### src/rtl/ws2812b_pkg.sv
// Shared constants and types for the WS2812B LED path: serializer timing
// defaults, serializer state encoding, and the byte assembler's pixel layout.
package ws2812b_pkg;

    // Default timing at a 64 MHz clock.
    localparam int unsigned DEF_T0H_CYCLES   = 26;
    localparam int unsigned DEF_T1H_CYCLES   = 51;
    localparam int unsigned DEF_BIT_CYCLES   = 80;
    localparam int unsigned DEF_RESET_CYCLES = 3200;

    // Byte assembler layout: one pixel is three bytes sent G, R, B.
    localparam int unsigned BYTES_PER_PIXEL = 3;
    localparam int unsigned GRB_IDX_GREEN   = 0;
    localparam int unsigned GRB_IDX_RED     = 1;
    localparam int unsigned GRB_IDX_BLUE    = 2;

    typedef enum logic [1:0] {
        ST_IDLE  = 2'd0,
        ST_BIT   = 2'd1,
        ST_LATCH = 2'd2
    } ws_state_e;

    function automatic int unsigned high_cycles(input logic bit_val,
                                                input int unsigned t0h,
                                                input int unsigned t1h);
        return bit_val ? t1h : t0h;
    endfunction

endpackage

### src/rtl/ws2812b_byte_serializer.sv
// Serializes GRB bytes MSB-first onto a WS2812B data line, with an optional
// low latch gap after a byte. The bit timer is kept inline.
module ws2812b_byte_serializer
    import ws2812b_pkg::*;
#(
    parameter int unsigned T0H_CYCLES   = DEF_T0H_CYCLES,
    parameter int unsigned T1H_CYCLES   = DEF_T1H_CYCLES,
    parameter int unsigned BIT_CYCLES   = DEF_BIT_CYCLES,
    parameter int unsigned RESET_CYCLES = DEF_RESET_CYCLES
) (
    input  logic       clk,
    input  logic       rst_n,
    input  logic       byte_valid,
    input  logic [7:0] byte_data,
    output logic       byte_ready,
    input  logic       latch_req,
    output logic       busy,
    output logic       led_out
);

    if (!(T0H_CYCLES > 0 && T0H_CYCLES < T1H_CYCLES && T1H_CYCLES < BIT_CYCLES))
    begin : g_bad_bit_timing
        $error("ws2812b_byte_serializer: need 0 < T0H_CYCLES < T1H_CYCLES < BIT_CYCLES");
    end
    if (RESET_CYCLES < 1) begin : g_bad_reset_timing
        $error("ws2812b_byte_serializer: need RESET_CYCLES >= 1");
    end

    localparam int unsigned BIT_CNT_W = $clog2(BIT_CYCLES + 1);
    localparam int unsigned GAP_CNT_W = $clog2(RESET_CYCLES + 1);

    localparam logic [BIT_CNT_W-1:0] BIT_LAST = BIT_CNT_W'(BIT_CYCLES - 1);
    localparam logic [GAP_CNT_W-1:0] GAP_LAST = GAP_CNT_W'(RESET_CYCLES - 1);

    ws_state_e              state_q, state_d;
    logic [7:0]             shift_q, shift_d;
    logic [2:0]             bit_idx_q, bit_idx_d;
    logic [BIT_CNT_W-1:0]   bit_cnt_q, bit_cnt_d;
    logic [GAP_CNT_W-1:0]   gap_cnt_q, gap_cnt_d;
    logic                   latch_pend_q, latch_pend_d;
    logic                   led_q, led_d;
    logic                   ready_c;
    logic                   accept;
    logic                   bit_last;
    logic                   frame_last;
    logic [BIT_CNT_W-1:0]   high_d;

    // Handshake: a byte transfers on a rising clk edge where byte_valid and
    // byte_ready are both high; byte_ready never depends on byte_valid, and
    // upstream must hold byte_data stable while byte_valid is high.
    assign byte_ready = rst_n & ready_c;
    assign accept     = byte_valid & ready_c;

    assign bit_last   = (bit_cnt_q == BIT_LAST);
    assign frame_last = bit_last && (bit_idx_q == 3'd0);

    assign busy    = (state_q != ST_IDLE) || latch_pend_q;
    assign led_out = led_q;

    always_ff @(posedge clk or negedge rst_n) begin
        if (!rst_n) begin
            state_q      <= ST_IDLE;
            shift_q      <= 8'd0;
            bit_idx_q    <= 3'd0;
            bit_cnt_q    <= '0;
            gap_cnt_q    <= '0;
            latch_pend_q <= 1'b0;
            led_q        <= 1'b0;
        end else begin
            state_q      <= state_d;
            shift_q      <= shift_d;
            bit_idx_q    <= bit_idx_d;
            bit_cnt_q    <= bit_cnt_d;
            gap_cnt_q    <= gap_cnt_d;
            latch_pend_q <= latch_pend_d;
            led_q        <= led_d;
        end
    end

    always_comb begin
        state_d      = state_q;
        shift_d      = shift_q;
        bit_idx_d    = bit_idx_q;
        bit_cnt_d    = bit_cnt_q;
        gap_cnt_d    = gap_cnt_q;
        latch_pend_d = latch_pend_q;
        ready_c      = 1'b0;

        if (latch_req && (state_q != ST_LATCH)) begin
            latch_pend_d = 1'b1;
        end

        case (state_q)
            ST_IDLE: begin
                ready_c = 1'b1;
                if (byte_valid) begin
                    state_d   = ST_BIT;
                    shift_d   = byte_data;
                    bit_idx_d = 3'd7;
                    bit_cnt_d = '0;
                end else if (latch_pend_q) begin
                    state_d   = ST_LATCH;
                    gap_cnt_d = '0;
                end
            end

            ST_BIT: begin
                // A pending latch closes the ready window so the gap wins.
                ready_c = frame_last && !latch_pend_q;
                if (!bit_last) begin
                    bit_cnt_d = bit_cnt_q + 1'b1;
                end else if (bit_idx_q != 3'd0) begin
                    bit_idx_d = bit_idx_q - 3'd1;
                    bit_cnt_d = '0;
                    shift_d   = {shift_q[6:0], 1'b0};
                end else if (latch_pend_q) begin
                    state_d   = ST_LATCH;
                    gap_cnt_d = '0;
                end else if (accept) begin
                    shift_d   = byte_data;
                    bit_idx_d = 3'd7;
                    bit_cnt_d = '0;
                end else begin
                    state_d = ST_IDLE;
                end
            end

            ST_LATCH: begin
                if (gap_cnt_q == GAP_LAST) begin
                    state_d      = ST_IDLE;
                    gap_cnt_d    = '0;
                    latch_pend_d = 1'b0;
                end else begin
                    gap_cnt_d = gap_cnt_q + 1'b1;
                end
            end

            default: begin
                state_d = ST_IDLE;
            end
        endcase
    end

    // led_out is registered from the next-cycle view so the line never glitches.
    always_comb begin
        high_d = BIT_CNT_W'(high_cycles(shift_d[7], T0H_CYCLES, T1H_CYCLES));
        led_d  = (state_d == ST_BIT) && (bit_cnt_d < high_d);
    end

endmodule

### config.mk
export PLATFORM = sky130hd
export DESIGN_NAME = ws2812b_byte_serializer
export DESIGN_NICKNAME = d
export VERILOG_FILES = /design/src/rtl/ws2812b_pkg.sv /design/src/rtl/ws2812b_byte_serializer.sv
export SDC_FILE = /design/constraint.sdc
export NUM_CORES = 1
export LEC_CHECK = 0
export ABC_AREA = 0
export CAP_MARGIN = 15
export CORE_AREA = 10 10 74 76
export CTS_BUF_LIST = sky130_fd_sc_hd__clkbuf_8 sky130_fd_sc_hd__clkbuf_16
export DETAILED_ROUTE_END_ITERATION = 8
export DIE_AREA = 0 0 84 86
export MAX_ROUTING_LAYER = met4
export PLACE_DENSITY = 0.79
export SLEW_MARGIN = 40
export SYNTH_ARGS = -nofsm -noshare
export SYNTH_HDL_FRONTEND = slang
export SYNTH_SLANG_ARGS = --single-unit
### constraint.sdc
create_clock -name clk -period 2.36 [get_ports clk]
set_clock_uncertainty 0.2 [all_clocks]
set_input_delay 0.472 -clock clk [delete_from_list [all_inputs] [get_ports clk]]
set_output_delay 0.472 -clock clk [all_outputs]
set_load 0.01 [all_outputs]
==> results of run 1 <==
power by group through the flow:
stage	combinational, mW	clock (mW)	sequential [mW]
2_1_floorplan	0.677	0	0.919
3_3_place_gp	1.15	0	0.942
3_5_place_dp	1.19	0	0.949
4_1_cts	1.28	0.460	0.957
5_1_grt	1.46	0.488	0.997
6_report	1.31	0.455	0.965
sequential cells by signal, indices dropped and copies added (netlist names):
name	count
led_out	1
bit_cnt_q	7
bit_idx_q	3
state_q	2
shift_q	8
latch_pend_q	1
gap_cnt_q	12
Yosys cell counts, types with 2 or more instances:
cell      instances
a21boi_0          7
inv_1            10
nand4_1           4
xnor2_1           2
nor3_1            2
a31oi_1           4
a221o_1           6
o211ai_1          2
a22o_1            2
and3_1            3
clkbuf_1          8
nand3_1           4
dfrtp_1          34
nand2_1          19
ha_1              6
a221oi_1          2
o32a_1            2
a21oi_1          15
or3_1             6
nor2_1            8
a21o_1            2
and2_1            2
nand2b_1          7
o21ai_0          24
o22ai_1           3
nor2b_1           7
through the flow:
stage / setup TNS (ns) / instance area, um2 / util / total power, mW / hold WS (ns)
floorplan: -0.268 / 2020 / - / 1.60 / -0.0236
global placement: -1.55 / 2530 / 0.636 / 2.09 / 0.283
detailed placement: -1.96 / 2530 / 0.636 / 2.14 / 0.287
CTS: -0.662 / 2700 / 0.679 / 2.69 / 0.306
global route: -0.613 / 2730 / 0.686 / 2.94 / 0.335
finish: -0.414 / 2730 / 0.686 / 2.73 / 0.308
repair_timing:
item	4_1_cts	5_1_grt
resized for setup	17	7
gates cloned	0	0
buffers inserted	3	2
pin swaps	7	6
hold endpoints to repair	0	0
setup endpoints to repair	3	3
final timing paths:
kind	start	to	slack, ns	cells after the start
setup / recovery	bit_idx_q[1]	led_out	-0.28	11
hold / removal	gap_cnt_q[5]	gap_cnt_q[5]	0.31	1
setup reg to reg	bit_idx_q[1]	led_out	-0.28	11
hold reg to reg	gap_cnt_q[5]	gap_cnt_q[5]	0.31	1
max in group asynchronous	rst_n	shift_q[7]	1.19	2
min in group asynchronous	rst_n	latch_pend_q	0.44	2
kinds of logic after synthesis:
logic type | Yosys count
compound gates | 80
xor+xnor | 3
fa+ha+maj | 6
buf+inv | 20
flops | 34
simple gates | 75
cell type report:
cell class	count	share of cell area
Inverter	10	0.0138
Multi-Input combinational cell	164	0.421
Clock buffer	6	0.0303
Sequential cell	34	0.312
Clock inverter	2	0.00321
Tap cell	50	0.0230
Timing Repair Buffer	66	0.196
per-layer routing:
metal,vias up,wire length [um],track usage
met5,-,0,-
met4,0,113,0.0548
met3,10,215,0.0369
met2,51,2850,0.275
met1,998,2340,0.174
li1,942,-,-
layout by cell type (no fill, tap or decap), drive strengths merged, types with 8 or more instances in the layout:
cell	instances
a21oi	15
buf	53
clkdlybuf4s50	11
dfrtp	34
inv	11
nand2	19
nor2	8
o21ai	25
critical path: cells and delay by family (launching register included):
kind	cells	cell delay, ns
AND/OR/NAND/NOR	4	0.90
AO/OA/AOI/OAI	3	0.43
flip-flops	1	0.39
adder cells (fa/ha/maj)	2	0.39
buffers and inverters	2	0.27
==> out/qor.log, run 1 <==
[power_and_ir_drop] portion of total power attributed to sequential cells 0.353
[route] routed vias/inst 6.03
[global_route] via count of the first global-routing pass 2018
[global_route] aggregate global-route resource usage 0.158
[timing] max frequency 379 MHz
[floorplanning] Die H 86 um
[setup_path] crit path capture type register
[logic_synthesis] async set-reset flop share out of synthesis 1.00
[clock_tree] Skew-Pair Late Insertion Delay 0.29 ns
[global_route] wire length of the first global-routing pass 9280 um
[finish] non-filler cells, final 332
[finish] Fillers 303
[clock_tree] TritonCTS Buffers 5
[power_and_ir_drop] peak supply drop 0.000616 V
[logic_synthesis] mux contribution to synthesized area 0
[setup_path] Max stage delay on crit path 0.40 ns
[power_and_ir_drop] Power per Cell Area 1000 nW/um2
[finish] area delta synth->final 35.8%
[power_and_ir_drop] switching power summed over all nets 1.01 mW
[timing] worst-margin pin slew 0.456 ns
[route] routed wire length 5520 um
[placement] gpl congestion 0.922
[outcome] violations in the final reports negative setup slack
[finish] register area 851 um2
[setup_path] Worst setup SP type register
[placement] worst slack, placed -0.727 ns
[power_and_ir_drop] logic gate share of total power 0.480
[floorplanning] Die Width 84 um
[clock_tree] Clock Path Buffers 2
[logic_synthesis] post-synthesis share of cell area spent on xor and xnor gates 0.0131
[setup_path] crit-path cells inv_2 > ha_4 > nand4bb_1 > buf_4 > nor4_4 > a21oi_1 > nand2_1 > ha_1 > a31o_2 > or4_1 > o22ai_1
[route] detailed-router iteration count before antenna repair 4
[floorplanning] top-level port count 15
[clock_tree] CTS tree done
[finish] layout cell share with drive strength beyond 1 0.284
[logic_synthesis] Synth Area in Simple Gates 0.218
[route] remaining number of nets flagged by the antenna check after routing 0
[floorplanning] starting density of the core 0.505
[worst_hold_path] Min-Delay Path Class reg -> reg
[timing] RSZ-0062 raised after global routing yes
[global_route] Overflow after GRT 0
[setup_path] Critical Path Slowest Stage Cell or4_1
[route] total DRC errors in the routed layout 0
[timing] number of setup violations in the final report 2
[setup_path] maximum fanout encountered on the critical timing path 3
[global_route] number of antenna violations at the first check in global routing 0
[power_and_ir_drop] leakage power total 1.22 nW
[timing] final worst slack -0.280 ns
[logic_synthesis] compound-gate portion of the synthesized area 0.268
[logic_synthesis] sequential element share of the synthesized area 0.424
[route] total number of vias 2001
[clock_tree] H-tree depth 2
[logic_synthesis] Synth Net Count 236
[power_and_ir_drop] switching share of power 0.372
[logic_synthesis] top area cells in the synthesized netlist dfrtp_1 42%, o21ai_0 6.0%, a21oi_1 3.7%, ha_1 3.7%, nand2_1 3.6%
[finish] area occupied by multi-input gates 1150 um2
[logic_synthesis] main combinational cell family by area after synthesis compound AO/OA/AOI/OAI gates
[logic_synthesis] post-synthesis area per instance 9.21 um2
[floorplanning] Std-Cell Core Area 3970 um2
[clock_tree] clock root buffer clkbuf_8
[placement] count of placed standard cells including taps 319
[timing] Worst slew margin 0.695
[setup_path] arrival time at the worst endpoint 2.66 ns
[route] routed length per placed instance 16.6 um
[flow_run] # Max-Cap Violations 0
[placement] Post-DP HPWL 3930 um
[clock_tree] clock-pin slew of the registers on the worst-case setup and hold paths 0.07 ns
[timing] final-report hold violation count 0
[logic_synthesis] area share of fa/ha/maj cells after synthesis 0.0374
[global_route] pin count of the biggest net entering global routing 35
[clock_tree] CTS Hold Buffers Added 0
[floorplanning] Die Footprint 7220 um2
[route] violation count after the first detailed-route iteration 156
[logic_synthesis] number of flops mapped to enable cells by yosys 0
[setup_path] data required time at the worst endpoint 2.38 ns
[logic_synthesis] gate count after technology mapping 218
[placement] count of buffers from port buffering 14
[clock_tree] clock sink count 34
[logic_synthesis] total of warnings raised by yosys 0
[logic_synthesis] largest area contributor in the netlist dfrtp_1
[setup_path] critical path type reg -> reg
[finish] number of nets in the final layout 299
[logic_synthesis] register bit count reported by yosys 34
[timing] fin crit period 2.64 ns
[logic_synthesis] portion of synthesized cell area occupied by the leading cell type 0.424
[logic_synthesis] Mapped Area 2010 um2
[finish] Inserted Diodes 0
[power_and_ir_drop] relative contribution of the clock network to total power 0.167
[power_and_ir_drop] Power Internal 1.72 mW
[logic_synthesis] count of distinct cell types in the synthesized netlist 53
[logic_synthesis] most used flip-flop cell after synthesis dfrtp_1
[outcome] run status finished with violations
[timing] fin. max-slew vios 0
[floorplanning] Std-Cell Rows 23
[timing] Final Cycle Share 1.12
(Power assumes the default switching activity.)
==> run 2: changes to the inputs <==
- CTS_CLUSTER_DIAMETER: default -> 200
==> results of run 2 <==
No change in the layout: final DEF, timing and power equal those of run 1.
==> run 3: changes to the inputs <==
- CORE_AREA: 10 10 74 76 -> 2 2 50 88
- DIE_AREA: 0 0 84 86 -> 0 0 52 90
- PLACE_DENSITY: 0.79 -> 0.8
==> out/qor.log, run 3 (synthesized netlist as in run 1, its figures left out) <==
[floorplanning] Std-Cell Rows 31 [was 23]
[clock_tree] TritonCTS Buffers 5 [unchanged]
[route] remaining number of nets flagged by the antenna check after routing 0 [unchanged]
[floorplanning] Die Width 52 um [was 84 um]
[worst_hold_path] startpoint of the worst hold path shift_q[5] [was gap_cnt_q[5]]
[clock_tree] Clock Path Buffers 2 [unchanged]
[clock_tree] CTS tree done [unchanged]
[timing] fin crit period 2.65 ns [was 2.64 ns]
[timing] Worst slew margin 0.682 [was 0.695]
[floorplanning] top-level port count 15 [unchanged]
[timing] number of setup violations in the final report 2 [unchanged]
[setup_path] arrival time at the worst endpoint 2.67 ns [was 2.66 ns]
[route] violation count after the first detailed-route iteration 92 [was 156]
[clock_tree] clock root buffer clkbuf_8 [unchanged]
[floorplanning] Die H 90 um [was 86 um]
[placement] Post-DP HPWL 4140 um [was 3930 um]
[setup_path] Worst setup SP type register [unchanged]
[finish] number of nets in the final layout 305 [was 299]
[global_route] via count of the first global-routing pass 2044 [was 2018]
[finish] non-filler cells, final 337 [was 332]
[finish] most frequent cells in the layout 56 x buf_4, 33 x dfrtp_1, 21 x o21ai_0 [was 51 x buf_4, 34 x dfrtp_1, 23 x o21ai_0]
[timing] Final Cycle Share 1.12 [about the same]
[clock_tree] Skew-Pair Late Insertion Delay 0.30 ns [was 0.29 ns]
[setup_path] crit-path cells buf_4 > and4b_1 > o2111ai_2 > o211ai_1 > buf_4 > inv_2 > ha_4 > or4_4 > o22ai_2 [was inv_2 > ha_4 > nand4bb_1 > buf_4 > nor4_4 > a21oi_1 > nand2_1 > ha_1 > a31o_2 > or4_1 > o22ai_1]
[setup_path] maximum fanout encountered on the critical timing path 5 [was 3]
[setup_path] crit path capture type register [unchanged]
[floorplanning] Std-Cell Core Area 4000 um2 [was 3970 um2]
[power_and_ir_drop] leakage power total 1.28 nW [was 1.22 nW]
[global_route] wire length of the first global-routing pass 9440 um [was 9280 um]
[route] total DRC errors in the routed layout 0 [unchanged]
[setup_path] data required time at the worst endpoint 2.38 ns [about the same]
[setup_path] Max stage delay on crit path 0.53 ns [was 0.40 ns]
[placement] worst slack, placed -0.710 ns [was -0.727 ns]
[route] detailed-router iteration count before antenna repair 5 [was 4]
[finish] area delta synth->final 44.4% [was 35.8%]
[setup_path] Crit path top cell by count buf_4
[clock_tree] CTS Hold Buffers Added 0 [unchanged]
[outcome] run status finished with violations [unchanged]
[timing] worst-margin pin slew 0.476 ns [was 0.456 ns]
[finish] Inserted Diodes 0 [unchanged]
[route] routed wire length 6200 um [was 5520 um]
[finish] register bank with the most flops gap_cnt_q [unchanged]
[timing] max frequency 377 MHz [was 379 MHz]
[global_route] Overflow after GRT 0 [unchanged]
[timing] fin. max-slew vios 0 [unchanged]
[setup_path] Critical Path Slowest Stage Cell or4_4 [was or4_1]
[floorplanning] starting density of the core 0.502 [was 0.505]
[setup_path] Reg2Reg Setup Slack -0.29 ns [was -0.28 ns]
[global_route] aggregate global-route resource usage 0.277 [was 0.158]
[timing] final worst slack -0.295 ns [was -0.280 ns]
[route] routed vias/inst 6.07 [was 6.03]
[finish] max FFs per register 12 [unchanged]
[setup_path] Reg-to-Reg End led_out [unchanged]
[clock_tree] clock sink count 34 [unchanged]
[setup_path] r2r startpoint bit_cnt_q[4] [was bit_idx_q[1]]
[power_and_ir_drop] peak supply drop 0.00104 V [was 0.000616 V]
[floorplanning] Die Footprint 4680 um2 [was 7220 um2]
[power_and_ir_drop] Power per Cell Area 1090 nW/um2 [was 1000 nW/um2]
[finish] Top Registers gap_cnt_q: 12 flops, shift_q: 8 flops, bit_cnt_q: 7 flops [unchanged]
[placement] count of placed standard cells including taps 321 [was 319]
[route] routed length per placed instance 18.4 um [was 16.6 um]
[global_route] pin count of the biggest net entering global routing 35 [unchanged]
[placement] gpl congestion 0.988 [was 0.922]
[outcome] violations in the final reports negative setup slack [unchanged]
[finish] layout cell share with drive strength beyond 1 0.340 [was 0.284]
[setup_path] critical path type reg -> reg [unchanged]
[clock_tree] H-tree depth 2 [unchanged]
[global_route] number of antenna violations at the first check in global routing 0 [unchanged]
[timing] final-report hold violation count 0 [unchanged]
[route] total number of vias 2045 [was 2001]
[setup_path] R2R depth 9 [was 11]
[placement] count of buffers from port buffering 14 [unchanged]
[finish] Fillers 288 [was 303]
[worst_hold_path] hold path depth 1 [unchanged]
[clock_tree] clock-pin slew of the registers on the worst-case setup and hold paths 0.07 ns [about the same]
[finish] most common cell after layout, fill and taps aside buf_4 [unchanged]
[worst_hold_path] Min-Delay Path Class reg -> reg [unchanged]
[flow_run] # Max-Cap Violations 0 [unchanged]
[worst_hold_path] destination of the worst hold path shift_q[6] [was gap_cnt_q[5]]
[timing] RSZ-0062 raised after global routing yes [unchanged]
[run 3: area by class of cell]
class,count,area [um2],share of cell area
Multi-Input combinational cell,164,1220,0.422
Sequential cell,34,852,0.294
Timing Repair Buffer,72,582,0.201
Clock buffer,6,82.6,0.0285
Tap cell,49,61.3,0.0212
Clock inverter,2,60.1,0.0207
Inverter,10,37.5,0.0130
[run 3: power breakdown]
part | internal [mW] | total, mW | switching [mW]
sequential | 0.784 | 0.986 | 0.202
clock | 0.451 | 0.676 | 0.225
combinational | 0.792 | 1.49 | 0.695
total | 2.03 | 3.15 | 1.12
[run 3: worst max-delay path: cells and delay by family, from the launching register on]
| family | cells | cell delay (ns) |
|---|---|---|
| compound gates | 3 | 0.64 |
| fa+ha+maj | 1 | 0.14 |
| buf+inv | 3 | 0.39 |
| flops | 1 | 0.38 |
| simple gates | 2 | 0.82 |
[run 3: per-stage QoR]
step / utilization / cell area (um2) / power (mW) / TNS (ns) / hold slack, ns
2_1_floorplan: - / 2020 / 1.60 / -0.268 / -0.0236
3_3_place_gp: 0.638 / 2550 / 2.12 / -1.83 / 0.279
3_5_place_dp: 0.638 / 2550 / 2.17 / -2.07 / 0.294
4_1_cts: 0.692 / 2770 / 2.95 / -0.632 / 0.314
5_1_grt: 0.725 / 2900 / 3.32 / -0.617 / 0.336
6_report: 0.725 / 2900 / 3.15 / -0.480 / 0.309
[run 3: worst max-delay path by stage]
stage / from / to / slack [ns] / cells after the start
finish: bit_cnt_q[4] / led_out / -0.29 / 9
CTS: bit_cnt_q[1] / led_out / -0.36 / 9
detailed placement: byte_valid / led_out / -0.71 / 8
floorplan: byte_valid / led_out / -0.27 / 8
global placement: byte_valid / led_out / -0.66 / 8
global route: bit_cnt_q[4] / led_out / -0.37 / 9
[run 3: what timing repair did]
| item | in CTS | in global routing |
|---|---|---|
| buffers inserted | 3 | 5 |
| pin swaps | 8 | 11 |
| gates resized for setup | 19 | 20 |
| endpoints found under the setup margin | 3 | 3 |
[run 3: per-layer routing]
layer | vias up | part of all wire | global-route usage
li1 | 954 | - | -
met1 | 1014 | 0.36 | 0.269
met2 | 53 | 0.56 | 0.480
met3 | 24 | 0.030 | 0.0631
met4 | 0 | 0.046 | 0.151
met5 | - | 0 | -
